===== src/rtl/channel_scanner_pkg.sv =====
// Shared definitions for the channel scanner: FSM encoding and the
// circular "next set mask bit" search used to step through channels.
package channel_scanner_pkg;

  typedef enum logic {
    IDLE = 1'b0,
    SCAN = 1'b1
  } scan_state_e;

  localparam int MAX_CH   = 32;
  localparam int CH_IDX_W = $clog2(MAX_CH);

  // Returns the first set bit strictly after cur, wrapping modulo n.
  // Calling with cur = n-1 yields the lowest set bit. Returns 0 for an empty mask.
  function automatic int next_set_bit(input logic [MAX_CH-1:0] mask,
                                      input int                cur,
                                      input int                n);
    int   res;
    int   idx;
    logic found;
    res   = 0;
    found = 1'b0;
    for (int i = 1; i <= MAX_CH; i++) begin
      idx = (cur + i) % n;
      if (i <= n && !found && mask[idx[CH_IDX_W-1:0]]) begin
        res   = idx;
        found = 1'b1;
      end
    end
    return res;
  endfunction

endpackage


===== src/rtl/channel_scanner_scan_tag_delay.sv =====
// Fixed-latency delay line carrying {valid, sel} so the flag and the channel
// tag line up with the output of the downstream registered mux.
module scan_tag_delay #(
  parameter int SEL_WIDTH = 2,
  parameter int LATENCY   = 2
) (
  input  logic                 clk,
  input  logic                 aresetn,
  input  logic                 valid_i,
  input  logic [SEL_WIDTH-1:0] sel_i,
  output logic                 valid_o,
  output logic [SEL_WIDTH-1:0] tag_sel_o
);

  generate
    if (LATENCY == 0) begin : g_bypass
      assign valid_o   = valid_i;
      assign tag_sel_o = sel_i;
    end else begin : g_pipe
      logic [SEL_WIDTH:0] pipe_q [LATENCY];

      always_ff @(posedge clk or negedge aresetn) begin
        if (!aresetn) begin
          for (int i = 0; i < LATENCY; i++) pipe_q[i] <= '0;
        end else begin
          pipe_q[0] <= {valid_i, sel_i};
          for (int i = 1; i < LATENCY; i++) pipe_q[i] <= pipe_q[i-1];
        end
      end

      assign {valid_o, tag_sel_o} = pipe_q[LATENCY-1];
    end
  endgenerate

endmodule


===== src/rtl/channel_scanner.sv =====
// Round-robin scanner over the set bits of a channel mask: dwells a fixed
// number of cycles per channel, flags settled samples, and marks frame ends.
module channel_scanner
  import channel_scanner_pkg::*;
#(
  parameter int N_INPUTS  = 3,
  parameter int SEL_WIDTH = 2,
  parameter int CNT_WIDTH = 16,
  parameter int LATENCY   = 2
) (
  input  logic                 clk,
  input  logic                 aresetn,
  input  logic                 enable,
  input  logic                 single_shot,
  input  logic [N_INPUTS-1:0]  mask,
  input  logic [CNT_WIDTH-1:0] dwell,
  input  logic [CNT_WIDTH-1:0] settle,
  output logic [SEL_WIDTH-1:0] sel,
  output logic                 valid,
  output logic [SEL_WIDTH-1:0] tag_sel,
  output logic                 frame_done,
  output logic                 busy
);

  // Reset asserts asynchronously but releases on a clock edge, so the
  // first possible IDLE->SCAN transition is the second edge after release.
  logic rst_n_q;

  always_ff @(posedge clk or negedge aresetn) begin
    if (!aresetn) rst_n_q <= 1'b0;
    else          rst_n_q <= 1'b1;
  end

  scan_state_e            state_q, state_d;
  logic [SEL_WIDTH-1:0]   sel_q, sel_d;
  logic [CNT_WIDTH-1:0]   cnt_q, cnt_d;
  logic [N_INPUTS-1:0]    mask_q, mask_d;
  logic [CNT_WIDTH-1:0]   dwell_q, dwell_d;
  logic [CNT_WIDTH-1:0]   settle_q, settle_d;
  logic                   single_shot_q, single_shot_d;

  logic [CNT_WIDTH-1:0]   dwell_eff;
  logic                   last_cnt;
  logic                   wrap;
  logic                   frame_end;
  logic                   pre_valid;
  int                     nxt_idx;
  int                     first_idx;

  // A dwell of 0 behaves as 1; dwell_eff >= 1 keeps the terminal compare wrap-free.
  assign dwell_eff = (dwell_q == '0) ? CNT_WIDTH'(1) : dwell_q;
  assign last_cnt  = (cnt_q == dwell_eff - CNT_WIDTH'(1));
  assign nxt_idx   = next_set_bit(MAX_CH'(mask_q), int'(sel_q), N_INPUTS);
  assign first_idx = next_set_bit(MAX_CH'(mask), N_INPUTS - 1, N_INPUTS);
  // The search wrapping back (or staying put) means sel is the highest set channel.
  assign wrap      = (nxt_idx <= int'(sel_q));
  assign frame_end = (state_q == SCAN) && last_cnt && wrap;
  assign pre_valid = (state_q == SCAN) && (cnt_q >= settle_q);

  always_comb begin
    state_d       = state_q;
    sel_d         = sel_q;
    cnt_d         = cnt_q;
    mask_d        = mask_q;
    dwell_d       = dwell_q;
    settle_d      = settle_q;
    single_shot_d = single_shot_q;
    case (state_q)
      IDLE: begin
        if (enable && (mask != '0)) begin
          state_d       = SCAN;
          mask_d        = mask;
          dwell_d       = dwell;
          settle_d      = settle;
          single_shot_d = single_shot;
          sel_d         = SEL_WIDTH'(first_idx);
          cnt_d         = '0;
        end
      end
      SCAN: begin
        if (!last_cnt) begin
          cnt_d = cnt_q + CNT_WIDTH'(1);
        end else begin
          cnt_d = '0;
          if (!wrap) begin
            sel_d = SEL_WIDTH'(nxt_idx);
          end else if (single_shot_q || !enable || (mask == '0)) begin
            state_d = IDLE;
          end else begin
            mask_d        = mask;
            dwell_d       = dwell;
            settle_d      = settle;
            single_shot_d = single_shot;
            sel_d         = SEL_WIDTH'(first_idx);
          end
        end
      end
      default: state_d = IDLE;
    endcase
  end

  always_ff @(posedge clk or negedge rst_n_q) begin
    if (!rst_n_q) begin
      state_q       <= IDLE;
      sel_q         <= '0;
      cnt_q         <= '0;
      mask_q        <= '0;
      dwell_q       <= '0;
      settle_q      <= '0;
      single_shot_q <= 1'b0;
    end else begin
      state_q       <= state_d;
      sel_q         <= sel_d;
      cnt_q         <= cnt_d;
      mask_q        <= mask_d;
      dwell_q       <= dwell_d;
      settle_q      <= settle_d;
      single_shot_q <= single_shot_d;
    end
  end

  assign sel        = sel_q;
  assign busy       = (state_q == SCAN);
  assign frame_done = frame_end;

  scan_tag_delay #(
    .SEL_WIDTH (SEL_WIDTH),
    .LATENCY   (LATENCY)
  ) u_tag_delay (
    .clk       (clk),
    .aresetn   (rst_n_q),
    .valid_i   (pre_valid),
    .sel_i     (sel_q),
    .valid_o   (valid),
    .tag_sel_o (tag_sel)
  );

endmodule


===== config.mk =====
export PLATFORM = sky130hd
export DESIGN_NAME = channel_scanner
export DESIGN_NICKNAME = d
export VERILOG_FILES = /design/src/rtl/channel_scanner_pkg.sv /design/src/rtl/channel_scanner_scan_tag_delay.sv /design/src/rtl/channel_scanner.sv
export SDC_FILE = /design/constraint.sdc
export NUM_CORES = 1
export LEC_CHECK = 0
export BUFFER_PORTS_ARGS = -buffer_cell sky130_fd_sc_hd__buf_2
export CORE_UTILIZATION = 55
export CTS_BUF_LIST = sky130_fd_sc_hd__clkbuf_8
export DETAILED_ROUTE_END_ITERATION = 10
export PLACE_DENSITY = 0.76
export SYNTH_ARGS = -nofsm -noshare
export SYNTH_HDL_FRONTEND = slang
export SYNTH_SLANG_ARGS = --single-unit

===== constraint.sdc =====
create_clock -name clk -period 4.8 [get_ports clk]
set_input_delay 0.24 -clock clk [delete_from_list [all_inputs] [get_ports clk]]
set_output_delay 0.24 -clock clk [all_outputs]
set_load 0.01 [all_outputs]

==> metrics.md <==
| Metric | Value |
|---|---|
| Status | `finished, final reports clean` |
| Avg Cell Area, Syn | `9.95 µm²` |
| Clk Latency, worst-skew pair | `0.34 ns` |
| Final Non-Filler Cells | `558` |
| Pwr dens | `536 mW/mm²` |
| Routed WL | `8.37 mm` |
| Sink Count | `62` |
| Rel. slew slack | `38.3%` |
| CTS tree | `done` |
| GRT overflow | `0` |
| Most common cell on crit path | `ha_1` |
| # diodes | `0` |
| CP peak stage delay | `0.47 ns` |
| Setup TNS | `0 ns` |
| Most used flip-flop cell after synthesis | `dfrtp_1` |
| Largest net degree at the start of global routing | `62` |
| Root Driver | `clkbuf_8` |
| Final Critical Period | `4.33 ns` |
| Startpoint class of the critical path | `flip-flop` |
| Routed Antenna Nets | `0` |
| Cells after Synth | `407` |
| Nets@finish | `526` |
| Vias in the first global route | `3086` |
| WP data arrival | `4.56 ns` |
| Drt wl/cell | `15.0 µm` |
| FF+latch count, synth | `62` |
| Gr usage total | `24.0%` |
| EDFF count, synth | `0` |
| Crit-path max FO | `20` |
| Synth Net Count | `476` |
| Max_cap viols | `0` |
| Via count | `3218` |
| First-pass GRT wire length | `14.2 mm` |
| Synthesized cell area | `0.00405 mm²` |
| Ys async rst share | `100%` |
| WHS | `0.111 ns` |
| Die area | `0.00771 mm²` |
| Slew Viols, Final | `0` |
| Core area | `0.00694 mm²` |
| IO Pins | `46` |
| Synth warn | `0` |
| WS Path Type | `flip-flop to flip-flop` |
| Least-Margin Pin Slew | `0.917 ns` |
| Clk slew on worst S/H paths | `0.08 ns` |
| Die height | `87.8 µm` |
| Crit path required time | `5.03 ns` |
| Die X-Extent | `87.8 µm` |
| CTS max path bufs | `2` |
| Worst Path Buf+Inv | `2` |
| Vias per inst | `5.77` |
| Hold Vio Cnt, Final | `0` |
| Unrepaired setup endpoints after global routing | `false` |
| Top-area cell type share of the netlist area | `38.3%` |
| Final setup skew | `0.0101 ns` |
| Hold Crit Class | `primary input to flip-flop` |
| Initial antenna violation count | `0` |
| CP max-delay cell | `dfrtp_1` |
| Htree depth | `3` |
| Final Setup Violations | `0` |
| Seq/Total Area, Yosys | `38.3%` |
| I/O Buffers | `45` |
| Leakage power | `2.10 nW` |
| Area leader, netlist | `dfrtp_1` |
| CTS buffer count | `9` |
| DR DRC count | `0` |
| Std-Cell Rows | `30` |
| Initial Util | `58.3%` |
| Delay-heaviest family, CP | `adder cells` |
| RD Place Congestion | `0.807` |
| DRT iter0 DRCs | `148` |
| DP Cell Count | `541` |
| Max Freq | `0.231 GHz` |
| Share of cells above drive strength 1 | `24.2%` |
| Synth-to-layout area growth | `12.0%` |
| Library cells used by synthesis | `59` |
| Max VDD drop | `0.240 mV` |
| Post-DP HPWL | `6.13 mm` |
| DR pass1 iterations | `4` |
| Share of the clock period used by the worst path | `90.3%` |
| Crit end category | `flip-flop` |
| Cell Chain, Critical Path | `inv_1 > ha_1 > nand3b_1 > ha_1 > nor3b_1 > o21ai_1 > nor2_1 > a21oi_1 > ha_1 > nor2b_1 > o21ai_0 > a211oi_1 > a21o_1 > nand2b_1 > o31ai_4 > buf_4 > mux2_2` |
| Area contributors post-synth | `dfrtp_1 (38%), mux2_2 (9.7%), ha_1 (9.3%)` |
-- logic make-up after synthesis --
logic type | Yosys count | share of synthesized area [%]
AO/OA/AOI/OAI | 83 | 14.4
XOR/XNOR | 16 | 3.46
adder cells (fa/ha/maj) | 30 | 9.27
buffers and inverters | 47 | 5.44
flip-flops | 62 | 38.3
multiplexers | 47 | 12.7
other | 1 | 0.0926
AND/OR/NAND/NOR | 121 | 16.3
-- final timing paths --
| kind | startpoint | slack, ns | depth (start not counted) | end |
|---|---|---|---|---|
| worst min-delay path | dwell[3] | 0.11 | 2 | dwell_q[3]$_DFFE_PN0P_ |
| min in group asynchronous | aresetn | 0.19 | 2 | rst_n_q$_DFF_PN0_ |
| worst min register to register | u_tag_delay.g_pipe.pipe_q[3]$_DFF_PN0_ | 0.35 | 0 | u_tag_delay.tag_sel_o[0]$_DFF_PN0_ |
| max in group asynchronous | rst_n_q$_DFF_PN0_ | 3.85 | 1 | cnt_q[10]$_DFFE_PN0N_ |
| worst max-delay path | sel[1]$_DFFE_PN0P_ | 0.47 | 17 | dwell_q[8]$_DFFE_PN0P_ |
| worst max register to register | sel[1]$_DFFE_PN0P_ | 0.47 | 17 | dwell_q[8]$_DFFE_PN0P_ |
-- metrics by stage --
step                      utilization [%]  worst slack (ns)  instance area, µm²  power (mW)
after floorplan                         -             0.626                4050        1.75
after global placement               62.6             0.533                4350        1.97
after detailed placement             62.6             0.394                4350        2.00
after CTS                            65.3             0.366                4530        2.43
after global routing                 65.3             0.143                4530        2.65
final                                65.3             0.467                4530        2.43
-- worst reg2reg max path: stages, from the launching register on --
cell	delay, ns
dfrtp_1	0.47
inv_1	0.16
ha_1	0.40
nand3b_1	0.20
ha_1	0.29
nor3b_1	0.22
o21ai_1	0.17
nor2_1	0.13
a21oi_1	0.07
ha_1	0.32
nor2b_1	0.13
o21ai_0	0.24
a211oi_1	0.12
a21o_1	0.22
nand2b_1	0.19
o31ai_4	0.19
buf_4	0.31
mux2_2	0.40
-- report_power, final --
part           internal, mW  switching (mW)
Clock                 0.198           0.211
Combinational         0.560           0.613
Sequential            0.670           0.179
-- final cells by class --
class                   instances  area [µm²]
inverters                      34         128
repair buffers                 52         280
multi-input cells             298        2280
fillers                       554        2410
well taps                      96         120
clock inverters                 6        37.5
clock buffers                  10         138
flip-flops and latches         62        1550
-- layer usage --
layer	vias up	wire, µm	global-route usage [%]
li1	1571	-	-
met1	1549	3880	31.6
met2	82	3980	39.5
met3	16	368	3.86
met4	0	146	9.84
met5	-	0	0
-- synthesized netlist by cell type, types with 3 or more instances --
cell	count
a21o_1	10
a21oi_1	13
a22o_1	4
a2bb2oi_1	5
a31oi_1	3
and3_1	4
buf_4	3
buf_6	4
clkbuf_1	3
dfrtp_1	62
ha_1	30
inv_1	33
mux2_2	35
mux2i_1	11
nand2_1	27
nand2b_1	8
nand3_1	17
nand3b_1	5
nand4_1	5
nor2_1	16
nor2b_1	4
nor3_1	10
nor3b_1	3
nor4_1	5
nor4_2	3
o211ai_1	4
o21a_1	3
o21ai_0	20
or3_1	5
xnor2_1	13
xor2_1	3
-- cell usage in the layout (no fill, tap or decap), types with 8 or more instances in the layout --
master,count
a21o_1,10
a21oi_1,13
buf_2,45
clkbuf_8,10
dfrtp_1,61
ha_1,30
inv_1,33
mux2_2,35
mux2i_1,11
nand2_1,27
nand2b_1,8
nand3_1,17
nor2_1,16
nor3_1,10
o21ai_0,19
xnor2_1,13
-- sequential cells by signal (all words and copies together), names as in the netlist --
| register | count |
|---|---|
| dwell_q | 16 |
| sel | 2 |
| cnt_q | 16 |
| mask_q | 3 |
| settle_q | 16 |
| single_shot_q | 1 |
| u_tag_delay.tag_sel_o | 2 |
| busy | 1 |
| rst_n_q | 1 |
| u_tag_delay.g_pipe.pipe_q | 3 |
| u_tag_delay.valid_o | 1 |
-- what timing repair did --
action                                  4_1_cts  5_1_grt
setup buffers                                 0        0
endpoints found under the hold margin         1        0
endpoints found under the setup margin        0       23
gates resized for setup                       0        1
hold buffers                                  1        0
(Power assumes the default switching activity.)
